--- src/rtl/hilo_div_ctrl.sv ---
// Iterative restoring divider / sequencer for DIV and DIVU in the EX stage.
// Operands are latched on start. The pipeline is stalled while the divider iterates,
// then HI (remainder) and LO (quotient) are presented with a one-cycle write strobe.
// Optional feature macro: DIV_EARLY_EXIT_EN. When it is defined, an operation whose
// |dividend| < |divisor| finishes directly from IDLE with lo=0 and hi=dividend.
module hilo_div_ctrl #(
  parameter int unsigned DATA_W = 32
) (
  input  logic              clk,
  input  logic              rst,
  input  logic              start_i,
  input  logic              signed_i,
  input  logic              annul_i,
  input  logic [DATA_W-1:0] opdata1_i,
  input  logic [DATA_W-1:0] opdata2_i,
  output logic              stall_o,
  output logic              ready_o,
  output logic              hilo_we_o,
  output logic [DATA_W-1:0] hi_o,
  output logic [DATA_W-1:0] lo_o
);

  localparam int unsigned CntW  = $clog2(DATA_W) + 1;
  localparam int unsigned PartW = 2 * DATA_W + 1;

  typedef enum logic [1:0] {
    StIdle   = 2'd0,
    StByZero = 2'd1,
    StOn     = 2'd2,
    StEnd    = 2'd3
  } state_e;

  state_e            state_q;
  logic [CntW-1:0]   cnt_q;
  logic [PartW-1:0]  part_q;     // {remainder (DATA_W+1), dividend/quotient (DATA_W)}
  logic [DATA_W-1:0] divisor_q;
  logic              neg_quot_q;
  logic              neg_rem_q;
  logic              ready_q;
  logic [DATA_W-1:0] hi_q;
  logic [DATA_W-1:0] lo_q;

  logic              accept;
  logic              dividend_neg;
  logic              divisor_neg;
  logic              divisor_zero;
  logic [DATA_W-1:0] dividend_abs;
  logic [DATA_W-1:0] divisor_abs;
  logic [PartW-1:0]  part_shift;
  logic [DATA_W+1:0] trial;
  logic [PartW-1:0]  part_next;
  logic [DATA_W-1:0] quot_mag;
  logic [DATA_W-1:0] rem_mag;
  logic [DATA_W-1:0] quot_fix;
  logic [DATA_W-1:0] rem_fix;
  logic              last_step;

  // Operand decode: acceptance and signed magnitudes of the incoming operands.
  always_comb begin
    accept       = start_i & ~annul_i;
    dividend_neg = signed_i & opdata1_i[DATA_W-1];
    divisor_neg  = signed_i & opdata2_i[DATA_W-1];
    divisor_zero = (opdata2_i == '0);
    // The negation of the most negative value wraps to itself, which is the correct
    // unsigned magnitude.
    dividend_abs = dividend_neg ? (~opdata1_i + 1'b1) : opdata1_i;
    divisor_abs  = divisor_neg  ? (~opdata2_i + 1'b1) : opdata2_i;
  end

  // One restoring step: shift left, trial subtract, and keep the result when it is non-negative.
  always_comb begin
    part_shift = {part_q[PartW-2:0], 1'b0};
    trial      = {1'b0, part_shift[PartW-1:DATA_W]} - {2'b00, divisor_q};
    if (trial[DATA_W+1]) begin
      part_next = part_shift;
    end else begin
      part_next = {trial[DATA_W:0], part_shift[DATA_W-1:1], 1'b1};
    end
    quot_mag  = part_next[DATA_W-1:0];
    rem_mag   = part_next[2*DATA_W-1:DATA_W];
    quot_fix  = neg_quot_q ? (~quot_mag + 1'b1) : quot_mag;
    rem_fix   = neg_rem_q  ? (~rem_mag + 1'b1)  : rem_mag;
    last_step = (cnt_q == CntW'(DATA_W - 1));
  end

  // Stall covers the accepting IDLE cycle and every busy cycle; END releases the pipe.
  always_comb begin
    stall_o   = ((state_q == StIdle) & accept) | (state_q == StOn) | (state_q == StByZero);
    ready_o   = ready_q;
    hilo_we_o = ready_q;
    hi_o      = hi_q;
    lo_o      = lo_q;
  end

  // Sequencer FSM with the datapath and registered result outputs.
  always_ff @(posedge clk or negedge rst) begin
    if (!rst) begin
      state_q    <= StIdle;
      cnt_q      <= '0;
      part_q     <= '0;
      divisor_q  <= '0;
      neg_quot_q <= 1'b0;
      neg_rem_q  <= 1'b0;
      ready_q    <= 1'b0;
      hi_q       <= '0;
      lo_q       <= '0;
    end else begin
      ready_q <= 1'b0;
      case (state_q)
        StIdle: begin
          if (accept) begin
            if (divisor_zero) begin
              state_q <= StByZero;
`ifdef DIV_EARLY_EXIT_EN
            end else if (dividend_abs < divisor_abs) begin
              // The quotient is zero and the remainder is the dividend itself.
              state_q <= StEnd;
              ready_q <= 1'b1;
              hi_q    <= opdata1_i;
              lo_q    <= '0;
`endif
            end else begin
              state_q    <= StOn;
              part_q     <= {{(DATA_W + 1){1'b0}}, dividend_abs};
              divisor_q  <= divisor_abs;
              neg_quot_q <= dividend_neg ^ divisor_neg;
              neg_rem_q  <= dividend_neg;
              cnt_q      <= '0;
            end
          end
        end
        StByZero: begin
          if (annul_i) begin
            state_q <= StIdle;
          end else begin
            state_q <= StEnd;
            ready_q <= 1'b1;
            hi_q    <= '0;
            lo_q    <= '0;
          end
        end
        StOn: begin
          if (annul_i) begin
            state_q <= StIdle;
          end else begin
            part_q <= part_next;
            cnt_q  <= cnt_q + CntW'(1);
            if (last_step) begin
              state_q <= StEnd;
              ready_q <= 1'b1;
              hi_q    <= rem_fix;
              lo_q    <= quot_fix;
            end
          end
        end
        StEnd: begin
          // The result is committed in this cycle, so start and annul are ignored here.
          state_q <= StIdle;
        end
        default: state_q <= StIdle;
      endcase
    end
  end

endmodule

--- config.mk ---
export PLATFORM = sky130hd
export DESIGN_NAME = hilo_div_ctrl
export DESIGN_NICKNAME = d
export VERILOG_FILES = /design/src/rtl/hilo_div_ctrl.sv
export SDC_FILE = /design/constraint.sdc
export NUM_CORES = 1
export LEC_CHECK = 0
export ABC_AREA = 1
export CELL_PAD_IN_SITES_DETAIL_PLACEMENT = 1
export CELL_PAD_IN_SITES_GLOBAL_PLACEMENT = 1
export CORE_MARGIN = 2
export CORE_UTILIZATION = 44
export CTS_BUF_LIST = sky130_fd_sc_hd__clkbuf_16
export DETAILED_ROUTE_END_ITERATION = 10
export GPL_ROUTABILITY_DRIVEN = 0
export PLACE_DENSITY_LB_ADDON = 0.1
export SKIP_CTS_REPAIR_TIMING = 1
export SLEW_MARGIN = 20
export SYNTH_ARGS = -nofsm -noshare
export SYNTH_HDL_FRONTEND = slang
export SYNTH_SLANG_ARGS = --single-unit
export TNS_END_PERCENT = 10
--- constraint.sdc ---
create_clock -name clk -period 7.9 [get_ports clk]
set_input_delay 1.185 -clock clk [delete_from_list [all_inputs] [get_ports clk]]
set_output_delay 1.185 -clock clk [all_outputs]
set_load 0.02 [all_outputs]
==> metrics.md <==
| Metric | Value |
|---|---|
| Worst skew pair latency | 0.46 ns |
| PortBufs | approximately 140 |
| Type of origin of the critical path | register |
| TritonCTS Sinks | roughly 170 |
| Slack of the critical path | slightly above 3 ns |
| CTS H-tree lvls | 4 |
| Max-capacitance violation count | 0 |
| Synth Cell Area | 12900 um2 |
| Vias | 13679 |
| Fin. Hold Viols | 0 |
| Area Overhead vs Synth | 17.2% |
| Largest net degree at the start of global routing | 99 |
| Core area | 28800 um2 |
| Flop2flop setup slack | 3.08 ns |
| Adder-cell area share of the yosys netlist | 0.0414 |
| Post-synthesis net count | just over 2000 |
| Commonest non-fill, non-tap cell in the layout | nand2_1 |
| LEAKAGE | 7.40 nW |
| Worst slew margin | 0.274 |
| Num CTS Buffers | 17 |
| Metal3 WL | between 1500 and 2000 um |
| CP delay by family, top | simple AND/OR/NAND/NOR gates |
| Asr flop ratio synth | 1.00 |
| Post-synthesis average cell area | roughly 6.5 um2 |
| Worst setup path start | part_q[52] |
| Post-synthesis register bit count | 171 |
| EDFF count, synth | 0 |
| Mux cell area share after synthesis | 0.000777 |
| Via count of the first global-routing pass | roughly 14000 |
| Die area | ~31000 um2 |
| Reg clk slew, reported paths | 0.07 ns |
| Critical-path maximum fanout | 57 |
| Cell Count, Final, Fillers Out | 2462 |
| Die Y | 175 um |
| PD cells | 508 nW/um2 |
| Dominant synthesized flop cell | dfrtp_1 |
| Largest family of logic cells by synthesized area | simple AND/OR/NAND/NOR gates |
| Die W | 175 um |
| Netlist cell types | 53 |
| CTS tree | yes |
| Status | finished, final reports clean |
| Routed wire length | roughly 48000 um |
| Critical Path End | lo_o[28] |
| Compound-Gate Fraction of Synth Area | 0.150 |
| Worst path depth | 22 |
| Area share of and/or/nand/nor cells after synthesis | 0.332 |
| Post-detailed-route count of antenna-violating nets | 0 |
| Drc violations | 0 |
| Count of buffer and inverter cells on the critical path | 4 |
| Critical path type | register to register |
| Reg-to-Reg Start | part_q[52] |
| Total congestion overflow | 0 |
| Drt pass-1 iters | 5 |
| Commonest cells after routing, fill and taps aside | nand2_1, inv_1, o21ai_0 |
| Ports | 136 |
| Setup WS pre-CTS | 3.23 ns |
| Initial antenna violation count | 1 |
| Crit path DAT | just over 5 ns |
| Maximum clock frequency | a little over 0.2 GHz |
| Post-layout minimum cycle time | 4.82 ns |
| Crit-path slowest cell | nand2_4 |
| HP Class | register to register |
| Routed met2 length | 23000 um |
| TNS Setup | 0 ns |
| RSZ-0062 raised after global routing | no |
| Critical Path RT | between 8 and 9 ns |
| Via density | 5.56 |
| Cell Chain, Critical Path | ha_1 -> nand2_1 -> nor2_1 -> nand2_1 -> nand2_2 -> a21oi_4 -> nand2_4 -> inv_1 -> ha_1 -> inv_1 -> nor3_1 -> nand3_1 -> nor3_1 -> nand3_1 -> inv_1 -> nand2_1 -> inv_1 -> nand3_1 -> o21ai_0 -> nand2_1 -> o21ai_0 -> o21ai_0 |
| First-pass GRT wire length | 76300 um |
| Cells after DPL | 2432 |
| YS warnings | 0 |
| DR WL/cell | slightly below 20 um |
| Slowest Stage Delay on Critical Path | around 0.45 ns |
| Post-Synth XOR/XNOR Area | 0.0442 |
| Nets | 2178 |
| Starting Density | 0.447 |
| Worst-Margin Slew | 1.09 ns |
| Seq/Total Area, Yosys | 0.332 |
| CP endpoint kind | register |
| RR Endpoint | lo_o[28] |
| Antenna Cells | 0 |
| Cells after Synth | approximately 2000 |
| Maximum vdd drop | 0.000232 V |
| Layout cells sized above 1 | 0.0510 |
| Clock skew | 0.0190 ns |
| Post-Route M1 WL | a little over 20000 um |
| Final setup viols | 0 |
| First DRT Iteration DRCs | between 900 and 1000 |
| Final Max Slew Viols | 0 |
| Fin crit share | 0.610 |
| Post-detail-place hpwl | 37200 um |
| Util after Layout | 0.524 |
| All-Layer GR Usage | 0.317 |
| Maximum root-to-sink buffer count | 2 |
| CTS Root Cell | clkbuf_16 |
| Reg2Reg Depth | 22 |
| Top sig layer | met4 |
| Row cnt | 62 |
[synth_stat cells (4+ instances only)]
cell	count	area share
nor2_1	177	0.052
nor2_2	6	0.0029
nor2_4	4	0.0035
xnor2_1	19	0.013
xor2_1	46	0.031
nor3_1	40	0.016
o31ai_1	6	0.0035
o21ai_0	191	0.074
nand2_2	13	0.0063
clkbuf_1	46	0.013
o21ai_1	22	0.0086
nor4_1	7	0.0034
dfrtp_1	171	0.33
buf_1	6	0.0017
nand4_1	24	0.012
buf_2	5	0.0019
a21oi_1	73	0.028
inv_1	248	0.072
o211ai_1	16	0.0093
o22ai_1	14	0.0068
nand2_1	609	0.18
ha_1	41	0.040
inv_2	13	0.0038
nand3_1	113	0.044
a32o_1	4	0.0031
o21ai_2	7	0.0048
buf_6	4	0.0035
[logic make-up (layout without fill, tap and decap cells)]
family / after synthesis / count (layout)
XOR/XNOR: 65 / 65
adder cells (fa/ha/maj): 42 / 42
AND/OR/NAND/NOR: 1014 / 1014
flip-flops: 171 / 171
multiplexers: 1 / 1
AO/OA/AOI/OAI: 349 / 349
buffers and inverters: 326 / 436
[worst reg2reg max path, cell delays in order, from the launching register on]
cell and delay (ns):
dfrtp_1 0.40, ha_1 0.38, nand2_1 0.24, nor2_1 0.10
nand2_1 0.09, nand2_2 0.08, a21oi_4 0.32, nand2_4 0.46
inv_1 0.22, ha_1 0.17, inv_1 0.06, nor3_1 0.25
nand3_1 0.20, nor3_1 0.29, nand3_1 0.19, inv_1 0.15
nand2_1 0.11, inv_1 0.14, nand3_1 0.11, o21ai_0 0.38
nand2_1 0.08, o21ai_0 0.17, o21ai_0 0.11
[registers in the layout, indices dropped and copies added, names as in the netlist]
register and cells:
hi_o 32, neg_quot_q 1, state_q 2, part_q 64
lo_o 32, divisor_q 32, hilo_we_o 1, cnt_q 6
neg_rem_q 1
[routing by layer]
metal  global-route usage  vias up
met5                    0        -
li1                     -     6503
met3               0.0368      113
met2                0.544      374
met1                0.397     6689
met4                0.154        0
[power breakdown]
| group | switching, mW | internal (mW) | total, mW |
|---|---|---|---|
| clock | 0.402 | 0.466 | 0.868 |
| combinational | 3.91 | 1.51 | 5.42 |
| sequential | 0.255 | 1.12 | 1.37 |
[cell type report]
cell class | count | area, um2
clock buffers | 17 | 425
multi-input cells | 1471 | 7350
clock inverters | 13 | 143
repair buffers | 144 | 1420
flip-flops and latches | 171 | 4280
well taps | 384 | 480
inverters | 262 | 983
fillers | 3855 | 13700
[worst min path at each step]
stage                        from             to  slack [ns]  cells after the start
finish              divisor_q[23]  divisor_q[23]        0.48                      2
floorplan           divisor_q[10]  divisor_q[10]        0.45                      2
global placement         hi_o[26]       hi_o[26]        0.46                      2
global route             hi_o[29]       hi_o[29]        0.49                      2
detailed placement        hi_o[5]        hi_o[5]        0.47                      2
CTS                      hi_o[30]       hi_o[30]        0.49                      2
[stage by stage]
step | power (mW) | hold WS (ns) | cell area (um2)
4_1_cts | 7.61 | 0.490 | 15100
3_3_place_gp | 6.49 | 0.465 | 14500
2_1_floorplan | 5.13 | 0.453 | 12900
3_5_place_dp | 6.70 | 0.470 | 14500
6_report | 7.66 | 0.484 | 15100
5_1_grt | 8.35 | 0.494 | 15100
No activity file was read; power rests on OpenSTA's default activity.
